`config.mk`:
```
export PLATFORM = sky130hd
export DESIGN_NAME = pixel_streamer
export DESIGN_NICKNAME = d
export VERILOG_FILES = /design/src/rtl/pixel_streamer.sv
export SDC_FILE = /design/constraint.sdc
export NUM_CORES = 1
export LEC_CHECK = 0
export ABC_CLOCK_PERIOD_IN_PS = 3590
export BUFFER_PORTS_ARGS = -buffer_cell sky130_fd_sc_hd__buf_2
export CORE_ASPECT_RATIO = 0.9
export CORE_MARGIN = 1
export CORE_UTILIZATION = 57
export CTS_BUF_LIST = sky130_fd_sc_hd__clkbuf_8
export CTS_CLUSTER_DIAMETER = 80
export DETAILED_ROUTE_END_ITERATION = 6
export PLACE_DENSITY = 0.74
export SLEW_MARGIN = 10
export SYNTH_ARGS = -nofsm -noshare
export SYNTH_HDL_FRONTEND = slang
export SYNTH_SLANG_ARGS = --single-unit
```
`constraint.sdc`:
```
create_clock -name clk -period 3.59 [get_ports clk]
set_input_delay 0.718 -clock clk [delete_from_list [all_inputs] [get_ports clk]]
set_output_delay 0.718 -clock clk [all_outputs]
set_load 0.01 [all_outputs]
```
`src/rtl/pixel_streamer.sv`:
```
// pixel_streamer
//   Frame source feeding the 8-bit pixel input of the Sobel stage. A host
//   loads one COLS x ROWS frame into an internal buffer while idle; on start
//   the frame is streamed in raster order with a valid/ready handshake, then
//   frame_done pulses and the block either idles or replays the frame.
//
// Ports
//   clk         rising-edge clock
//   rst         asynchronous active-high reset
//   wr_en       frame-buffer write strobe (honoured only while idle)
//   wr_addr     raster index to write
//   wr_data     pixel byte to write
//   start       begin streaming (sampled only while idle)
//   repeat_en   replay the frame after DONE instead of idling
//   fill_now    downstream ready; transfer when fill_now && data_valid
//   Dout        registered pixel byte
//   data_valid  Dout holds a valid pixel
//   busy        high in every state except IDLE
//   frame_done  one-cycle pulse after the last pixel transfers
//   state       FSM state: IDLE=00, STREAM=01, DONE=10
module pixel_streamer #(
  parameter int COLS   = 5,
  parameter int ROWS   = 5,
  parameter int ADDR_W = 5
) (
  input  logic              clk,
  input  logic              rst,
  input  logic              wr_en,
  input  logic [ADDR_W-1:0] wr_addr,
  input  logic [7:0]        wr_data,
  input  logic              start,
  input  logic              repeat_en,
  input  logic              fill_now,
  output logic [7:0]        Dout,
  output logic              data_valid,
  output logic              busy,
  output logic              frame_done,
  output logic [1:0]        state
);

  localparam int                DATA_W = 8;
  localparam int                PIX    = COLS * ROWS;
  localparam logic [ADDR_W-1:0] LAST   = ADDR_W'(PIX - 1);

  typedef enum logic [1:0] {
    ST_IDLE   = 2'b00,
    ST_STREAM = 2'b01,
    ST_DONE   = 2'b10
  } state_t;

  state_t                     r_state;
  state_t                     w_state_nxt;
  logic        [DATA_W-1:0]   r_mem [0:PIX-1];
  logic        [ADDR_W-1:0]   r_ptr;
  logic        [ADDR_W-1:0]   w_ptr_nxt;
  logic        [ADDR_W-1:0]   w_ptr_inc;
  logic        [DATA_W-1:0]   r_dout;
  logic        [DATA_W-1:0]   w_dout_nxt;
  logic                       r_vld;
  logic                       w_vld_nxt;
  logic                       w_wr_ok;

  // Widened compare so the range check still works when PIX == 2^ADDR_W.
  assign w_wr_ok   = (r_state == ST_IDLE) && wr_en &&
                     ({1'b0, wr_addr} < (ADDR_W + 1)'(PIX));
  assign w_ptr_inc = r_ptr + ADDR_W'(1);

  // Frame buffer: no reset, contents survive rst. A write coinciding with
  // start lands after the nonblocking read of mem[0], so the new byte first
  // appears on the following frame.
  always_ff @(posedge clk) begin
    if (w_wr_ok) begin
      r_mem[wr_addr] <= wr_data;
    end
  end

  always_ff @(posedge clk or posedge rst) begin
    if (rst) begin
      r_state <= ST_IDLE;
      r_ptr   <= '0;
      r_dout  <= '0;
      r_vld   <= 1'b0;
    end else begin
      r_state <= w_state_nxt;
      r_ptr   <= w_ptr_nxt;
      r_dout  <= w_dout_nxt;
      r_vld   <= w_vld_nxt;
    end
  end

  always_comb begin
    w_state_nxt = r_state;
    w_ptr_nxt   = r_ptr;
    w_dout_nxt  = r_dout;
    w_vld_nxt   = r_vld;
    unique case (r_state)
      ST_IDLE: begin
        if (start) begin
          w_ptr_nxt   = '0;
          w_dout_nxt  = r_mem[0];
          w_vld_nxt   = 1'b1;
          w_state_nxt = ST_STREAM;
        end
      end
      ST_STREAM: begin
        // Without fill_now everything holds, keeping Dout stable.
        if (fill_now) begin
          if (r_ptr == LAST) begin
            w_vld_nxt   = 1'b0;
            w_dout_nxt  = '0;
            w_state_nxt = ST_DONE;
          end else begin
            w_ptr_nxt  = w_ptr_inc;
            w_dout_nxt = r_mem[w_ptr_inc];
          end
        end
      end
      ST_DONE: begin
        if (repeat_en) begin
          w_ptr_nxt   = '0;
          w_dout_nxt  = r_mem[0];
          w_vld_nxt   = 1'b1;
          w_state_nxt = ST_STREAM;
        end else begin
          w_state_nxt = ST_IDLE;
        end
      end
      default: begin
        w_state_nxt = ST_IDLE;
        w_vld_nxt   = 1'b0;
        w_dout_nxt  = '0;
      end
    endcase
  end

  assign Dout       = r_dout;
  assign data_valid = r_vld;
  assign busy       = (r_state != ST_IDLE);
  assign frame_done = (r_state == ST_DONE);
  assign state      = r_state;

endmodule

```
==> metrics.log <==
[metrics] list of cells traversed by the critical path: nor2_1 > nand2_1 > a21oi_1 > nand3b_1 > nor2_1
[metrics] post-cts hold buffer count: 0
[metrics] minimum setup slack among reg-to-reg paths: 1.02 ns
[metrics] Synth Area per Inst: ~17 um2
[metrics] Vias: roughly 5000
[metrics] Finished Cell Area: between 10000 and 15000 um2
[metrics] clock tree skew after final layout: 0.0204 ns
[metrics] Syn. warnings: 0
[metrics] clock-pin transition on the worst setup and hold timing paths: 0.06 ns
[metrics] Via density: approximately 6
[metrics] Critical Path Source Type: register
[metrics] post-CTS setup repair buffer count: 0
[metrics] overall power of the completed layout: roughly 7.7 mW
[metrics] maximum cell stage delay along the critical path: just over 0.7 ns
[metrics] accumulated negative setup slack: 0 ns
[metrics] # Max-Cap Violations: 0
[metrics] multiplexer share of the synthesized area: between 10% and 20%
[metrics] number of endpoints failing setup at the final stage: 0
[metrics] most frequently used flop master after synthesis: edfxtp_1
[metrics] relative slew slack: roughly two fifths
[metrics] HPWL reported at the end of detailed placement: 12.2 mm
[metrics] area share of fa/ha/maj cells after synthesis: less than 1%
[metrics] cell area after placement: ~9400 um2
[metrics] combinational fraction of design power: a little over a third
[metrics] count of inserted antenna diode cells: 0
[metrics] # H-tree levels: 2
[metrics] final hold slack: around 0.27 ns
[metrics] startpoint of the worst setup timing path: state[1]
[metrics] Post-synth EDFFs: 200
[metrics] Worst path slowest cell: nor2_1
[metrics] remaining design rule violation count: 0
[metrics] full die area: between 15000 and 20000 um2
[metrics] number of nets in the finished design: 613
[metrics] Net Switching: ~2.6 mW
[metrics] Worst Max-Slew Pin Slew: 0.914 ns
[metrics] most common cell type on the critical path: nor2_1
[metrics] number of nets with antenna violations after routing: 0
[metrics] Max FO, Critical Path: 11
[metrics] clock tree sinks: roughly 220
[metrics] max-slew violation count: 0
[metrics] Die Height: 122 um
[metrics] Critical path buffers and inverters: 0
[metrics] endpoint of the most critical register-to-register path: r_mem[17][5]
[metrics] portion of total power attributed to the clock network: around a quarter
[metrics] all-layer global routing usage: 25.0%
[metrics] sequential cell area fraction in the yosys report: 70.4%
[metrics] commonest cells after routing, fill and taps aside: edfxtp_1 (200), nor2_1 (57), nand2_1 (44), mux4_2 (42), clkbuf_8 (38)
[metrics] reg-to-reg critical path startpoint: state[1]
[metrics] status: completed
[metrics] combined area of all synthesized cells: between 9000 and 10000 um2
[metrics] internal power of the cells: approximately 5.1 mW
[metrics] GR Overflow Total: 0
[metrics] number of input and output port buffers inserted: 31
[metrics] maximum clock insertion buffer count: 3
[metrics] maximum number of pins on one net before global-route repair: between 50 and 60
[metrics] required time at the endpoint of the critical path: 3.74 ns
[metrics] Seq pwr share: between 30% and 40%
[metrics] synthesized netlist cell count: approximately 530
[metrics] standard cell core area: between 15000 and 20000 um2
[metrics] switching share of power: between 30% and 40%
[metrics] fill cell count: ~1100
[metrics] worst-case reg-to-reg path depth: 5
[metrics] cell family with the largest share of critical-path delay: simple AND/OR/NAND/NOR gates
[metrics] share of the synthesized netlist area taken by xor and xnor gates: between 1 and 1.5%
[metrics] number of CTS-inserted buffers: 36
[metrics] most common cell after layout, fill and taps aside: edfxtp_1
[metrics] number of antenna violations at the first check in global routing: 0
[metrics] row cnt: 43
[metrics] simple logic cell fraction of the synthesized area: between 8 and 9%
[metrics] total length of routed wires: approximately 19 mm
[metrics] proportion of layout cells with a drive suffix above 1: between 20% and 30%
[metrics] ratio of final minimum period to clock period: between 70% and 80%
[metrics] Synth-to-Final Area Change: 10.9%
[metrics] num ports: 32
[metrics] clock period minus worst slack: 2.57 ns
[metrics] router iterations before antenna repair: 5
[metrics] category of the critical setup timing path: register to register
[metrics] static leakage: around 3.4 nW
[metrics] areal power density over the cells: between 700 and 800 nW/um2
[metrics] number of nets produced by synthesis: 554
[metrics] capturing element of the worst setup path: r_mem[17][5]
[metrics] Netlist cell types: 65
[metrics] CTS tree: built
[metrics] Async S/R FF share, synth: about 7.4%
[metrics] Final Hold Vio Count: 0
[metrics] clock latency on the worst-skew pair: approximately 0.52 ns
[metrics] worst slack at placement: 1.03 ns
[metrics] root buf cell: clkbuf_8
[metrics] unrepaired setup endpoints after global routing: no
[metrics] data arrival time of the critical path: around 2.7 ns
[metrics] number of instances resized during post-cts repair: 0
[metrics] type of element capturing the critical path: register
[metrics] setup slack of the critical path after layout: ~1 ns
[metrics] Worst VDD drop: 0.450 mV
[metrics] hold crit path type: primary input to async pin
[metrics] depth of the critical timing path with buffers and inverters included: 5
[metrics] chip width: about 140 um
[metrics] maximum frequency from static timing analysis: a little under 0.4 GHz
[metrics] dominant combinational cell family by area after synthesis: multiplexers
[metrics] initial standard-cell utilization of the core: between 50% and 60%
[metrics] share of the synthesized area in compound gates (AO/OA/AOI/OAI): 5.60%
[metrics] drt wl/cell: about 23 um
[metrics] register bit count reported by yosys: roughly 220
[metrics] number of global-route vias before repair: 5142
[metrics] wire length of the first global-routing pass: 29.5 mm
[metrics] violation count after the first detailed-routing iteration: 480
[metrics] weighted congestion at the end of routability-driven global placement: 0.888
==> registers in the layout (all words and copies together), names as in the netlist <==
name	count
r_mem	200
data_valid	1
r_ptr	5
state	2
Dout	8
==> layer usage <==
metal	routed length (um)	track usage [%]	part of all wire (%)	up-vias
li1	-	-	-	2217
met1	8360	36.7	44	2560
met2	8770	37.1	46	202
met3	1330	6.20	7.1	38
met4	450	8.57	2.4	0
met5	0	0	0	-
==> cells by family after synthesis <==
kind of cell	Yosys count
AO/OA/AOI/OAI	67
XOR/XNOR	6
adder cells (fa/ha/maj)	2
buffers and inverters	35
flip-flops	216
multiplexers	52
AND/OR/NAND/NOR	155
==> worst register-to-register path, stage by stage (launching register included) <==
cell      delay, ns
dfrtp_1        0.49
nor2_1         0.38
nand2_1        0.13
a21oi_1        0.22
nand3b_1       0.25
nor2_1         0.72
==> through the flow <==
step           utilization, %  cells
3_5_place_dp             60.7    756
6_report                 65.1    819
5_1_grt                  65.1    819
3_3_place_gp             60.7    756
2_1_floorplan               -    533
4_1_cts                  65.1    819
==> how the worst min path moves through the flow <==
stage                    end  cells after the start     from
floorplan            Dout[2]                      2  Dout[2]
global placement     Dout[6]                      2  Dout[6]
detailed placement   Dout[6]                      2  Dout[6]
CTS                 state[1]                      2      rst
global route        r_ptr[4]                      2      rst
finish              r_ptr[3]                      2      rst
==> cells in the mapped netlist (3+ instances only) <==
cell type,number,area share (%)
a21o_1,5,0.41
a21oi_1,10,0.55
a22o_1,5,0.48
a31oi_1,5,0.34
a41oi_1,3,0.29
and2_1,4,0.28
and3_1,6,0.41
buf_2,8,0.44
buf_4,4,0.33
buf_6,10,1.2
clkbuf_1,3,0.12
dfrtp_1,16,4.4
edfxtp_1,200,66
inv_1,7,0.29
mux2i_1,7,0.77
mux4_2,42,10
nand2_1,44,1.8
nand2b_1,3,0.21
nand3_1,10,0.55
nand3b_1,5,0.41
nand4_1,3,0.21
nor2_1,57,2.4
nor3_1,3,0.16
nor3b_1,6,0.50
o21ai_0,4,0.22
o21ai_1,7,0.39
o22ai_1,5,0.34
o31ai_2,5,0.69
==> cell type report <==
cell class	count	area [um2]	area share, %
clock buffer	38	523	5.18
clock inverter	25	158	1.56
inverter	7	26.3	0.260
multi-input combinational	282	2430	24.1
sequential	216	6410	63.5
tap	202	253	2.50
timing repair buffer	49	290	2.88
==> power groups by stage <==
stage | Combinational [mW] | Clock [mW] | Sequential [mW]
after global placement | 2.67 | 0 | 3.01
after floorplan | 2.21 | 0 | 2.96
after detailed placement | 2.71 | 0 | 3.02
final | 2.71 | 2.05 | 2.97
after global routing | 2.93 | 2.19 | 2.98
after CTS | 2.72 | 2.08 | 2.97
(Power assumes the default switching activity.)
